<file path="src/rtl/cla64_operand_sequencer.sv">
// -----------------------------------------------------------------------------
// cla64_operand_sequencer
//
// Purpose:
//   This stage sits in front of the 64-bit carry-lookahead adder. It collects
//   operand A, operand B and a carry-in from a little-endian byte stream. It
//   holds them stable on the combinational adder while the adder settles, then
//   registers the returned sum. The sum is offered downstream on a
//   valid/ready handshake.
//
// Optional feature (compile-time macro):
//   CLA64_CARRY_OUT_EN - adds the out_cout port. This is the carry out of
//                        bit 63, captured together with out_sum.
//
// Parameters:
//   SETTLE_CYCLES  cycles the operands are held on the adder before capture
//                  (1..15)
//
// Ports:
//   clk        system clock, rising edge
//   rst_n      asynchronous active-low reset
//   in_valid   in_byte / in_cin valid
//   in_ready   a byte is accepted this cycle
//   in_byte    operand byte, first byte = bits 7:0
//   in_cin     carry-in, sampled only with the first byte of A
//   add_a      operand A to adder
//   add_b      operand B to adder
//   add_cin    carry-in to adder
//   add_sum    combinational sum from adder
//   out_valid  out_sum valid
//   out_ready  downstream accepts the result
//   out_sum    registered sum
//   out_cout   registered carry out (only with CLA64_CARRY_OUT_EN)
// -----------------------------------------------------------------------------
module cla64_operand_sequencer #(
    parameter int SETTLE_CYCLES = 1
) (
    input  logic        clk,
    input  logic        rst_n,
    input  logic        in_valid,
    output logic        in_ready,
    input  logic [7:0]  in_byte,
    input  logic        in_cin,
    output logic [63:0] add_a,
    output logic [63:0] add_b,
    output logic        add_cin,
    input  logic [63:0] add_sum,
    output logic        out_valid,
    input  logic        out_ready,
    output logic [63:0] out_sum
`ifdef CLA64_CARRY_OUT_EN
    ,
    output logic        out_cout
`endif
);

    typedef enum logic [1:0] {
        LOAD_A,
        LOAD_B,
        SETTLE,
        OUT
    } state_t;

    // The capture happens in the cycle the counter reads zero. Loading
    // SETTLE_CYCLES therefore makes out_valid rise SETTLE_CYCLES+1 edges
    // after the final B byte is taken.
    localparam logic [3:0] SETTLE_LOAD = 4'(SETTLE_CYCLES);

    state_t     state;
    state_t     state_nx;
    logic [2:0] byte_cnt;
    logic [3:0] settle_cnt;
    logic       accept;
    logic       last_byte;
    logic       capture;

    assign accept    = in_valid & in_ready;
    assign last_byte = (byte_cnt == 3'd7);

    // State register.
    // NOTE: sequential state uses non-blocking assignments only, so every
    // flop samples the values from before the edge.
    always_ff @(posedge clk or negedge rst_n) begin
        if (!rst_n) begin
            state <= LOAD_A;
        end else begin
            state <= state_nx;
        end
    end

    // Next-state and output decode.
    // NOTE: every signal gets a default first, so no path can infer a latch.
    always_comb begin
        state_nx  = state;
        in_ready  = 1'b0;
        out_valid = 1'b0;
        capture   = 1'b0;
        case (state)
            LOAD_A: begin
                // The reset state is LOAD_A. Gating with rst_n keeps in_ready
                // low while reset is held.
                in_ready = rst_n;
                if (accept && last_byte) state_nx = LOAD_B;
            end
            LOAD_B: begin
                in_ready = rst_n;
                if (accept && last_byte) state_nx = SETTLE;
            end
            SETTLE: begin
                if (settle_cnt == 4'd0) begin
                    capture  = 1'b1;
                    state_nx = OUT;
                end
            end
            OUT: begin
                out_valid = 1'b1;
                if (out_ready) state_nx = LOAD_A;
            end
            default: state_nx = LOAD_A;
        endcase
    end

    // Operand assembly, settle timer and result capture. Operand bytes are
    // overwritten one at a time. Bytes not yet rewritten keep their old data.
    always_ff @(posedge clk or negedge rst_n) begin
        if (!rst_n) begin
            add_a      <= '0;
            add_b      <= '0;
            add_cin    <= 1'b0;
            byte_cnt   <= '0;
            settle_cnt <= '0;
            out_sum    <= '0;
        end else begin
            if (accept) begin
                // byte_cnt is 3 bits, so it wraps to 0 after the eighth byte.
                byte_cnt <= byte_cnt + 3'd1;
                if (state == LOAD_A) begin
                    add_a[{byte_cnt, 3'b000} +: 8] <= in_byte;
                    if (byte_cnt == 3'd0) add_cin <= in_cin;
                end else begin
                    add_b[{byte_cnt, 3'b000} +: 8] <= in_byte;
                    if (last_byte) settle_cnt <= SETTLE_LOAD;
                end
            end
            if (state == SETTLE && settle_cnt != 4'd0) begin
                settle_cnt <= settle_cnt - 4'd1;
            end
            if (capture) begin
                out_sum <= add_sum;
            end
        end
    end

`ifdef CLA64_CARRY_OUT_EN
    // The carry into bit 63 is recovered from the sum bit. The carry out then
    // follows from the usual generate/propagate form.
    logic c63;
    assign c63 = add_sum[63] ^ add_a[63] ^ add_b[63];

    always_ff @(posedge clk or negedge rst_n) begin
        if (!rst_n) begin
            out_cout <= 1'b0;
        end else if (capture) begin
            out_cout <= (add_a[63] & add_b[63]) | ((add_a[63] ^ add_b[63]) & c63);
        end
    end
`endif

endmodule

</file>
<file path="config.mk">
export PLATFORM = sky130hd
export DESIGN_NAME = cla64_operand_sequencer
export DESIGN_NICKNAME = d
export VERILOG_FILES = /design/src/rtl/cla64_operand_sequencer.sv
export SDC_FILE = /design/constraint.sdc
export NUM_CORES = 1
export LEC_CHECK = 0
export ABC_AREA = 1
export ABC_CLOCK_PERIOD_IN_PS = 4600
export CAP_MARGIN = 20
export CORE_UTILIZATION = 50
export DETAILED_ROUTE_END_ITERATION = 8
export GPL_TIMING_DRIVEN = 0
export PLACE_DENSITY_LB_ADDON = 0.08
export SYNTH_ARGS = -nofsm -noshare
export SYNTH_HDL_FRONTEND = slang
export SYNTH_SLANG_ARGS = --single-unit
</file>
<file path="constraint.sdc">
create_clock -name clk -period 4.6 [get_ports clk]
set_input_delay 0.46 -clock clk [delete_from_list [all_inputs] [get_ports clk]]
set_output_delay 0.46 -clock clk [all_outputs]
set_load 0.01 [all_outputs]
</file>
==> results of run 1 <==
## routing by layer
metal	track usage [%]	part of all wire [%]	routed length (um)
met5	0	0	0
met4	8.790	2.9	657
met3	7.695	8.1	1853
met2	44.21	48	11060
met1	34.73	41	9306
## final timing paths
check | cells past startpoint | startpoint | end | slack (ns)
hold / removal | 1 | rst_n | add_a[60]$_DFFE_PN0P_ | -0.05
max in group asynchronous | 2 | rst_n | out_sum[26]$_DFFE_PN0P_ | 3.66
setup reg to reg | 9 | byte_cnt[0]$_DFFE_PN0N_ | add_b[52]$_DFFE_PN0P_ | 2.32
setup / recovery | 5 | rst_n | in_ready | 1.87
min in group clk | 2 | add_b[39]$_DFFE_PN0P_ | add_b[39]$_DFFE_PN0P_ | 0.47
hold reg to reg | 2 | add_b[39]$_DFFE_PN0P_ | add_b[39]$_DFFE_PN0P_ | 0.47
## flip-flops by register name, summed over array words and instances, names as in the netlist
register / cells
add_b: 64
add_a: 64
add_cin: 1
out_sum: 64
settle_cnt: 4
byte_cnt: 3
state: 2
## kinds of logic after synthesis
family	Yosys count	synth area share [%]
compound gates	139	8.433
xor+xnor	2	0.2124
fa+ha+maj	11	1.668
flops	202	61.28
simple gates	424	22.17
buf+inv	128	6.234
## stage by stage
stage	instances	TNS, ns	setup slack (ns)
floorplan	906	0	2.658
CTS	1432	0	1.735
global route	1432	0	1.596
finish	1432	0	1.874
detailed placement	1394	0	1.732
global placement	1393	-1812.97	-5.526
## synth_stat cells, drive strengths merged
cell type / instances
or2: 2
dfrtp: 202
clkbuf: 22
nand2: 347
nor2: 23
nand4: 3
a21oi: 3
clkinv: 1
nand3b: 1
o21ai: 136
xnor2: 1
nand3: 48
inv: 90
xor2: 1
buf: 15
ha: 11
## area by class of cell
type	instances	area, um^2	share of cell area (%)
Inverter	91	345.3	2.890
Tap cell	216	270.3	2.262
Multi-Input combinational cell	576	2680	22.43
Clock buffer	35	660.6	5.529
Clock inverter	3	22.52	0.1885
Buffer	37	168.9	1.414
Sequential cell	202	5055	42.31
Timing Repair Buffer	272	2745	22.98
## power breakdown
group	switching (uW)	leakage (uW)	total [uW]	internal, uW
clock network	686	0.000335	1670	983
logic	1540	0.00295	3060	1520
registers	385	0.00263	2820	2430
total	2610	0.00591	7550	4940
## critical path: cells and delay by family
family	cells	cell delay, ns
buf+inv	4	1.60
simple gates	1	0.15
==> impl_metrics.toml, run 1 <==
[routing]
vias = 7143
drt-initial-drc-count = 508
viasPerCell = 4.988
totalWireLength_um = 22880
drc_errors = 0
ant_nets = 0
wl_per_cell_um = 15.98
dr.pass1.iters = 5

[sta]
skew_ns = 0.01459
finalHoldViolations = 18
rsz0062_at_grt = "false"
slew_headroom_pct = 40.71
max_slew.worst_pin.slew_ns = 0.8894
max_freq_ghz = 0.3668
holdWs_ns = -0.05295
final-setup-viol-count = 0
min_period_ns = 2.726
report.final.slew_viol_count = 0
period_share_pct = 59.26

[min_path]
min_path_type = "input port to asynchronous set/reset pin"

[global_route]
grt_pass1_wl_um = 35190
antenna_found_initial = 0
grt.total_usage_pct = 26.97
grt_pass1_vias = 6782
overflow = 0
grt_max_degree = 115

[logic_synthesis]
ys_warn_count = 0
netlist_top_cells_area = "dfrtp_1, nand2_1, o21ai_0"
synth-seq-cells = 202
synth_top_cell_by_area = "dfrtp_1"
syn_inst = 906
syn-num-nets = 994
yosysSeqAreaShare_pct = 61.28
avgSynthCellArea_um2 = 9.105
synth_top_area_share_pct = 61.28
yosysUniqueCellTypes = 27
syn_area_um2 = 8249

[pwr]
ir_drop_v = 0.0004116
p_total_uw = 7552
p_per_area_nw_per_um2 = 632.1
leakage_uw = 0.005910

[status]
violations = "hold timing"
status = "finished with violations"

[cells_and_area]
design_area_um2 = 11950
antenna_cells = 0
final_nets = 1291
drive_above_1_share_pct = 6.332
layout_common_cells = "nand2_1, clkdlybuf4s50_1, dfrtp_1"
final_util_pct = 74.67
area.growth.synth_to_final_pct = 44.84
layout_commonest_cell = "nand2_1"
nFillCells = 1221

[worst_setup_path]
worstSetupPathType = "input port to output port"
cp-end-kind = "output port"
crit_fanout = 114
start_kind = "input port"
required_ns = 4.14
slowest_stage = "clkdlybuf4s50_1"
arrival_ns = 2.27
slowest_delay_ns = 0.57
path_cells = "buf_8 -> buf_16 -> inv_2 -> nor2_4 -> clkdlybuf4s50_1"

[placed_design]
dpl_cell_area_um2 = 11260
gp_congestion = 0.7699
portBuffers = 271
dp_hpwl_um = 16170

[floorplan]
die_h_um = 130.4
start_util_pct = 51.56
ioPinCount = 272
die_w_um = 130.4
core_area_um2 = 16000
die_area_um2 = 17020
fp-row-count = 46

[cts]
clk_pin_slew_worst_paths_ns = 0.05
ctsHoldBuffers = 0
cts_sinks = 202
cts_tree = "built"
clk_path_buf_depth = 3
cts-resized-gates = 0
clkLatencyLatePin_ns = 0.51
h-tree-depth = 1
cts_setup_buffers = 0
numCtsBuffers = 23
root_buffer = "clkbuf_16"

[run]
maxCapViolCount = 0
(Power assumes the default switching activity.)
==> run 2: changes to the inputs <==
Settings changed: ABC_CLOCK_PERIOD_IN_PS 4600 to 2210, CORE_UTILIZATION 50 to 42.
Clock period 4.6 ns to 2.21 ns, I/O delays scaled along.
==> run 2 against run 1 <==
The run still ends with hold timing left. Register-to-register slack lost 2.2 ns. Via count is 1.7% lower. Worst setup slack got worse by 1.8 ns. Sequential power grew 110%. Die area increased by 19%. Non-clock buffer count is 5 higher. Critical path depth grew 6. Count of clock-buffer cells in the layout decreased by 7. Cell count increased by 3.6%. Worst hold slack worse by 0.29 ns.
==> impl_metrics.toml, run 2 (same netlist as run 1, synthesis figures left out) <==
[floorplan]
fp-row-count = 50
die_area_um2 = 20210
die_w_um = 142.1
die_h_um = 142.1
ioPinCount = 272
core_area_um2 = 18960
start_util_pct = 43.52

[routing]
wl_per_cell_um = 15.89
drc_errors = 0
viasPerCell = 4.729
vias = 7018
totalWireLength_um = 23580
drt-initial-drc-count = 346
ant_nets = 0
dr.pass1.iters = 5

[worst_setup_path]
path_cells = "inv_1 -> ha_1 -> ha_1 -> buf_4 -> inv_4 -> nand3_1 -> nor2_4 -> nand2_4 -> buf_4 -> nand2_1 -> o21ai_1"
cp-end-kind = "register"
r2r-start = "byte_cnt[0]$_DFFE_PN0N_"
start_kind = "register"
cp_top_family = "buffers and inverters"
critPathLaunch = "byte_cnt[0]$_DFFE_PN0N_"
slowest_delay_ns = 0.39
crit_fanout = 10
worstSetupPathType = "register to register"
cp_num_buf_inv = 4
slowest_stage = "dfrtp_1"
required_ns = 2.59
arrival_ns = 2.48

[pwr]
p_sw_uw = 5576
p_sw_share_pct = 34.12
p_int_uw = 10760
p_clk_share_pct = 24.4
combPwrFrac_pct = 39.8
seq_power_share_pct = 35.8
p_per_area_nw_per_um2 = 1339
leakage_uw = 0.006023
ir_drop_v = 0.0007956

[sta]
holdWs_ns = -0.3437
setup-tns-final_ns = 0
max_freq_ghz = 0.4749
report.final.slew_viol_count = 0
min_period_ns = 2.106
slew_headroom_pct = 47.43
rsz0062_at_grt = "true"
skew_ns = 0.009527
final-setup-viol-count = 0
max_slew.worst_pin.slew_ns = 0.7885
finalHoldViolations = 106
period_share_pct = 95.28

[placed_design]
portBuffers = 271
gp_congestion = 0.8000
dp.cells = 1438
dp_hpwl_um = 16440

[global_route]
grt_max_degree = 108
grt.total_usage_pct = 23.43
grt_pass1_wl_um = 36770
grt_pass1_vias = 6717
antenna_found_initial = 0
overflow = 0

[cts]
cts_tree = "built"
numCtsBuffers = 23
clkLatencyLatePin_ns = 0.51
clk_pin_slew_worst_paths_ns = 0.07
h-tree-depth = 1
clk_path_buf_depth = 3
root_buffer = "clkbuf_16"
cts_sinks = 202

[run]
maxCapViolCount = 0

[cells_and_area]
layout_common_cells = "nand2_1, clkdlybuf4s50_1, dfrtp_1"
largestRegisters = "add_a: 64 flops, add_b: 64 flops, out_sum: 64 flops"
antenna_cells = 0
instances_no_fill = 1484
area.growth.synth_to_final_pct = 47.99
nFillCells = 1594
layout_commonest_cell = "nand2_1"
final_nets = 1296
drive_above_1_share_pct = 7.761

[status]
violations = "hold timing"
status = "finished with violations"

[min_path]
min_path_type = "input port to asynchronous set/reset pin"
## run 2: timing repair
| item | 4_1_cts | 5_1_grt |
|---|---|---|
| hold endpoints to repair | 106 | 106 |
| setup buffers | 0 | 5 |
| pin swaps | 1 | 1 |
| endpoints found under the setup margin | 11 | 69 |
| resized for setup | 3 | 13 |
## run 2: worst reg2reg max path: cells and delay by family, from the launching register on
kind | cells | cell delay, ns
AO/OA/AOI/OAI | 1 | 0.06
adder cells (fa/ha/maj) | 2 | 0.49
buffers and inverters | 4 | 0.58
flip-flops | 1 | 0.39
AND/OR/NAND/NOR | 4 | 0.44
## run 2: worst paths after layout
check	slack (ns)	endpoint	depth (start not counted)
worst min register to register	0.47	add_a[32]$_DFFE_PN0P_	2
worst max register to register	0.10	add_b[4]$_DFFE_PN0P_	11
worst min-delay path	-0.34	add_a[13]$_DFFE_PN0P_	1
max in group asynchronous	1.64	out_sum[18]$_DFFE_PN0P_	2
min in group clk	0.27	out_sum[6]$_DFFE_PN0P_	3
worst max-delay path	0.10	add_b[4]$_DFFE_PN0P_	11
## run 2: layout make-up
type	instances	area, um^2	area share (%)
plain buffers	37	177.7	1.455
clock buffers	28	614.3	5.032
clock inverters	13	177.7	1.455
inverters	91	346.6	2.839
multi-input cells	576	2713	22.22
flip-flops and latches	202	5055	41.41
well taps	260	325.3	2.665
repair buffers	277	2799	22.93
## run 2: power groups by stage
stage / logic (uW) / registers, uW / clock network (uW)
after CTS: 6440 / 5870 / 4050
final: 6500 / 5850 / 3990
after floorplan: 2270 / 6400 / 0
after global placement: 6340 / 5890 / 0
after global routing: 7140 / 6020 / 4200
after detailed placement: 6420 / 5890 / 0
## run 2: layer usage
layer,vias to the layer above,global-route usage [%],share of wire [%]
met2,231,36.33,46
met5,-,0,0
met3,31,7.369,8.6
met1,3308,31.99,44
li1,3448,-,-
met4,0,5.603,1.7
## run 2: per-stage QoR
stage	worst slack [ns]	total power, uW	hold slack, ns	util, %	area [um^2]
3_3_place_gp	-7.955	12230	0.4531	59.54	11290
6_report	0.1044	16340	-0.3437	64.40	12210
3_5_place_dp	-0.3420	12310	0.3234	59.72	11320
4_1_cts	0.008200	16360	-0.3038	63.93	12120
2_1_floorplan	0.2680	8669	-0.07459	-	8249
5_1_grt	-0.02879	17350	-0.2982	64.40	12210
==> run 3: changes to the inputs <==
Settings changed: SLEW_MARGIN from default to 25.
==> run 3 against run 2 <==
Sequential power is essentially flat. The flow still finishes with violations (hold timing). Critical path type unchanged. Global-route usage up 0.54 points. Clock skew hardly changed. Via count about the same. Worst hold slack better by 0.25 ns. Cell count increased by 0.13%. First-iteration DRC count fell by 1.4%. Worst setup slack gained 0.011 ns. Count of clock-buffer cells in the layout did not move.
==> impl_metrics.toml, run 3 (same netlist as run 1, synthesis figures left out) <==
[worst_setup_path]
path_cells = "inv_1 -> ha_1 -> ha_1 -> buf_4 -> nand3_1 -> nor2_4 -> buf_2 -> nand3_1 -> nand2_1"
worstSetupPathType = "register to register"
start_kind = "register"
slowest_delay_ns = 0.37
arrival_ns = 2.52
reg2reg_setup_slack_ns = 0.12
required_ns = 2.64
cp_num_buf_inv = 3
cp_top_family = "simple AND/OR/NAND/NOR gates"
cp-end-kind = "register"
slowest_stage = "dfrtp_1"
crit_fanout = 10

[pwr]
seq_power_share_pct = 36.2
leakage_uw = 0.006062
p_per_area_nw_per_um2 = 1320
p_int_uw = 10680
combPwrFrac_pct = 39.7
p_clk_share_pct = 24.2
p_sw_share_pct = 34.17
p_total_uw = 16220
ir_drop_v = 0.0008013
p_sw_uw = 5543

[routing]
drc_errors = 0
wl_met2_um = 11210
dr.pass1.iters = 5
wl_met1_um = 10390
totalWireLength_um = 23900
wl_per_cell_um = 16.09
ant_nets = 0
viasPerCell = 4.724
vias = 7020
wl_met3_um = 1977
drt-initial-drc-count = 341
maxUsedRoutingLayer = "met4"

[cts]
h-tree-depth = 1
numCtsBuffers = 22
root_buffer = "clkbuf_16"
cts_sinks = 202
clkLatencyLatePin_ns = 0.50
cts_tree = "built"
clk_pin_slew_worst_paths_ns = 0.06
clk_path_buf_depth = 3

[cells_and_area]
nFillCells = 1608
layout_common_cells = "nand2_1, clkdlybuf4s50_1, dfrtp_1"
largestRegisters = "add_a: 64 flops, add_b: 64 flops, out_sum: 64 flops"
instances_no_fill = 1486
drive_above_1_share_pct = 7.830
final_nets = 1299
antenna_cells = 0
area.growth.synth_to_final_pct = 49.01
layout_commonest_cell = "nand2_1"

[global_route]
grt_max_degree = 92
grt_pass1_wl_um = 37650
grt.total_usage_pct = 23.96
overflow = 0
antenna_found_initial = 0
grt_pass1_vias = 6786

[run]
maxCapViolCount = 0

[status]
status = "finished with violations"
violations = "hold timing"

[floorplan]
die_w_um = 142.1
start_util_pct = 43.52
die_area_um2 = 20210
core_area_um2 = 18960
ioPinCount = 272
die_h_um = 142.1
fp-row-count = 50

[min_path]
min_path_type = "input port to asynchronous set/reset pin"

[sta]
period_share_pct = 94.77
finalHoldViolations = 131
max_slew.worst_pin.slew_ns = 0.8035
min_period_ns = 2.094
report.final.slew_viol_count = 0
rsz0062_at_grt = "true"
holdWs_ns = -0.09001
skew_ns = 0.009143
final-setup-viol-count = 0
max_freq_ghz = 0.4775
slew_headroom_pct = 46.44
setup-tns-final_ns = 0

[placed_design]
gp_congestion = 0.8000
portBuffers = 271
dp_hpwl_um = 16530
dp.cells = 1439
-- run 3: cell count changes in the layout (fill, tap and decap cells not counted), moves of 2 or more --
cell and change:
clkbuf_1 -3, dlygate4sd3_1 +2, nand2_1 +2, buf_12 +3, clkbuf_8 +3, buf_4 -2, nand2_2 -2
-- run 3: tightest hold or removal path, stage by stage --
cell,delay [ns]
buf_8,0.08
buf_12,0.09
buf_12,0.12
buf_16,0.27
-- run 3: per-layer routing --
| layer | GRT usage (%) | vias up |
|---|---|---|
| met1 | 32.85 | 3286 |
| met3 | 6.258 | 25 |
| li1 | - | 3456 |
| met4 | 5.659 | 0 |
| met5 | 0 | - |
| met2 | 38.03 | 253 |
-- run 3: repair_timing --
item,CTS,global route
cloned,0,0
hold buffers,5,2
buffers inserted,0,1
setup endpoints to repair,9,59
pin swaps,1,1
hold endpoints to repair,202,45
resized for setup,2,9
-- run 3: final timing paths --
| check | start | endpoint | depth (start not counted) |
|---|---|---|---|
| min reg2reg | add_b[33]$_DFFE_PN0P_ | add_b[33]$_DFFE_PN0P_ | 2 |
| max | byte_cnt[0]$_DFFE_PN0N_ | add_b[35]$_DFFE_PN0P_ | 9 |
| max reg2reg | byte_cnt[0]$_DFFE_PN0N_ | add_b[35]$_DFFE_PN0P_ | 9 |
| max in group asynchronous | rst_n | add_a[19]$_DFFE_PN0P_ | 5 |
| min in group clk | add_sum[6] | out_sum[6]$_DFFE_PN0P_ | 3 |
| min | rst_n | add_a[32]$_DFFE_PN0P_ | 4 |
-- run 3: layout make-up --
cell class                      instances  area (um^2)  share of cell area (%)
Clock buffer                           28        644.4                   5.242
Sequential cell                       202         5055                   41.12
Timing Repair Buffer                  281         2899                   23.59
Multi-Input combinational cell        576         2710                   22.05
Inverter                               91        346.6                   2.820
Buffer                                 37        171.4                   1.395
Tap cell                              260        325.3                   2.647
Clock inverter                         11        140.1                   1.140
-- run 3: power groups by stage --
stage	clock network (uW)	registers [uW]	logic (uW)
detailed placement	0	5900	6420
finish	3920	5870	6440
floorplan	0	6400	2270
CTS	3990	5880	6470
global placement	0	5890	6340
global route	4140	6030	7090
-- run 3: through the flow --
| stage | area, um^2 | hold slack [ns] | utilization (%) | worst slack, ns |
|---|---|---|---|---|
| floorplan | 8249 | -0.07459 | - | 0.2680 |
| global placement | 11290 | 0.4531 | 59.54 | -7.955 |
| detailed placement | 11350 | 0.09206 | 59.86 | -0.03256 |
| CTS | 12220 | -0.04358 | 64.48 | 0.02235 |
| global route | 12290 | -0.07118 | 64.84 | -0.01407 |
| finish | 12290 | -0.09001 | 64.84 | 0.1156 |
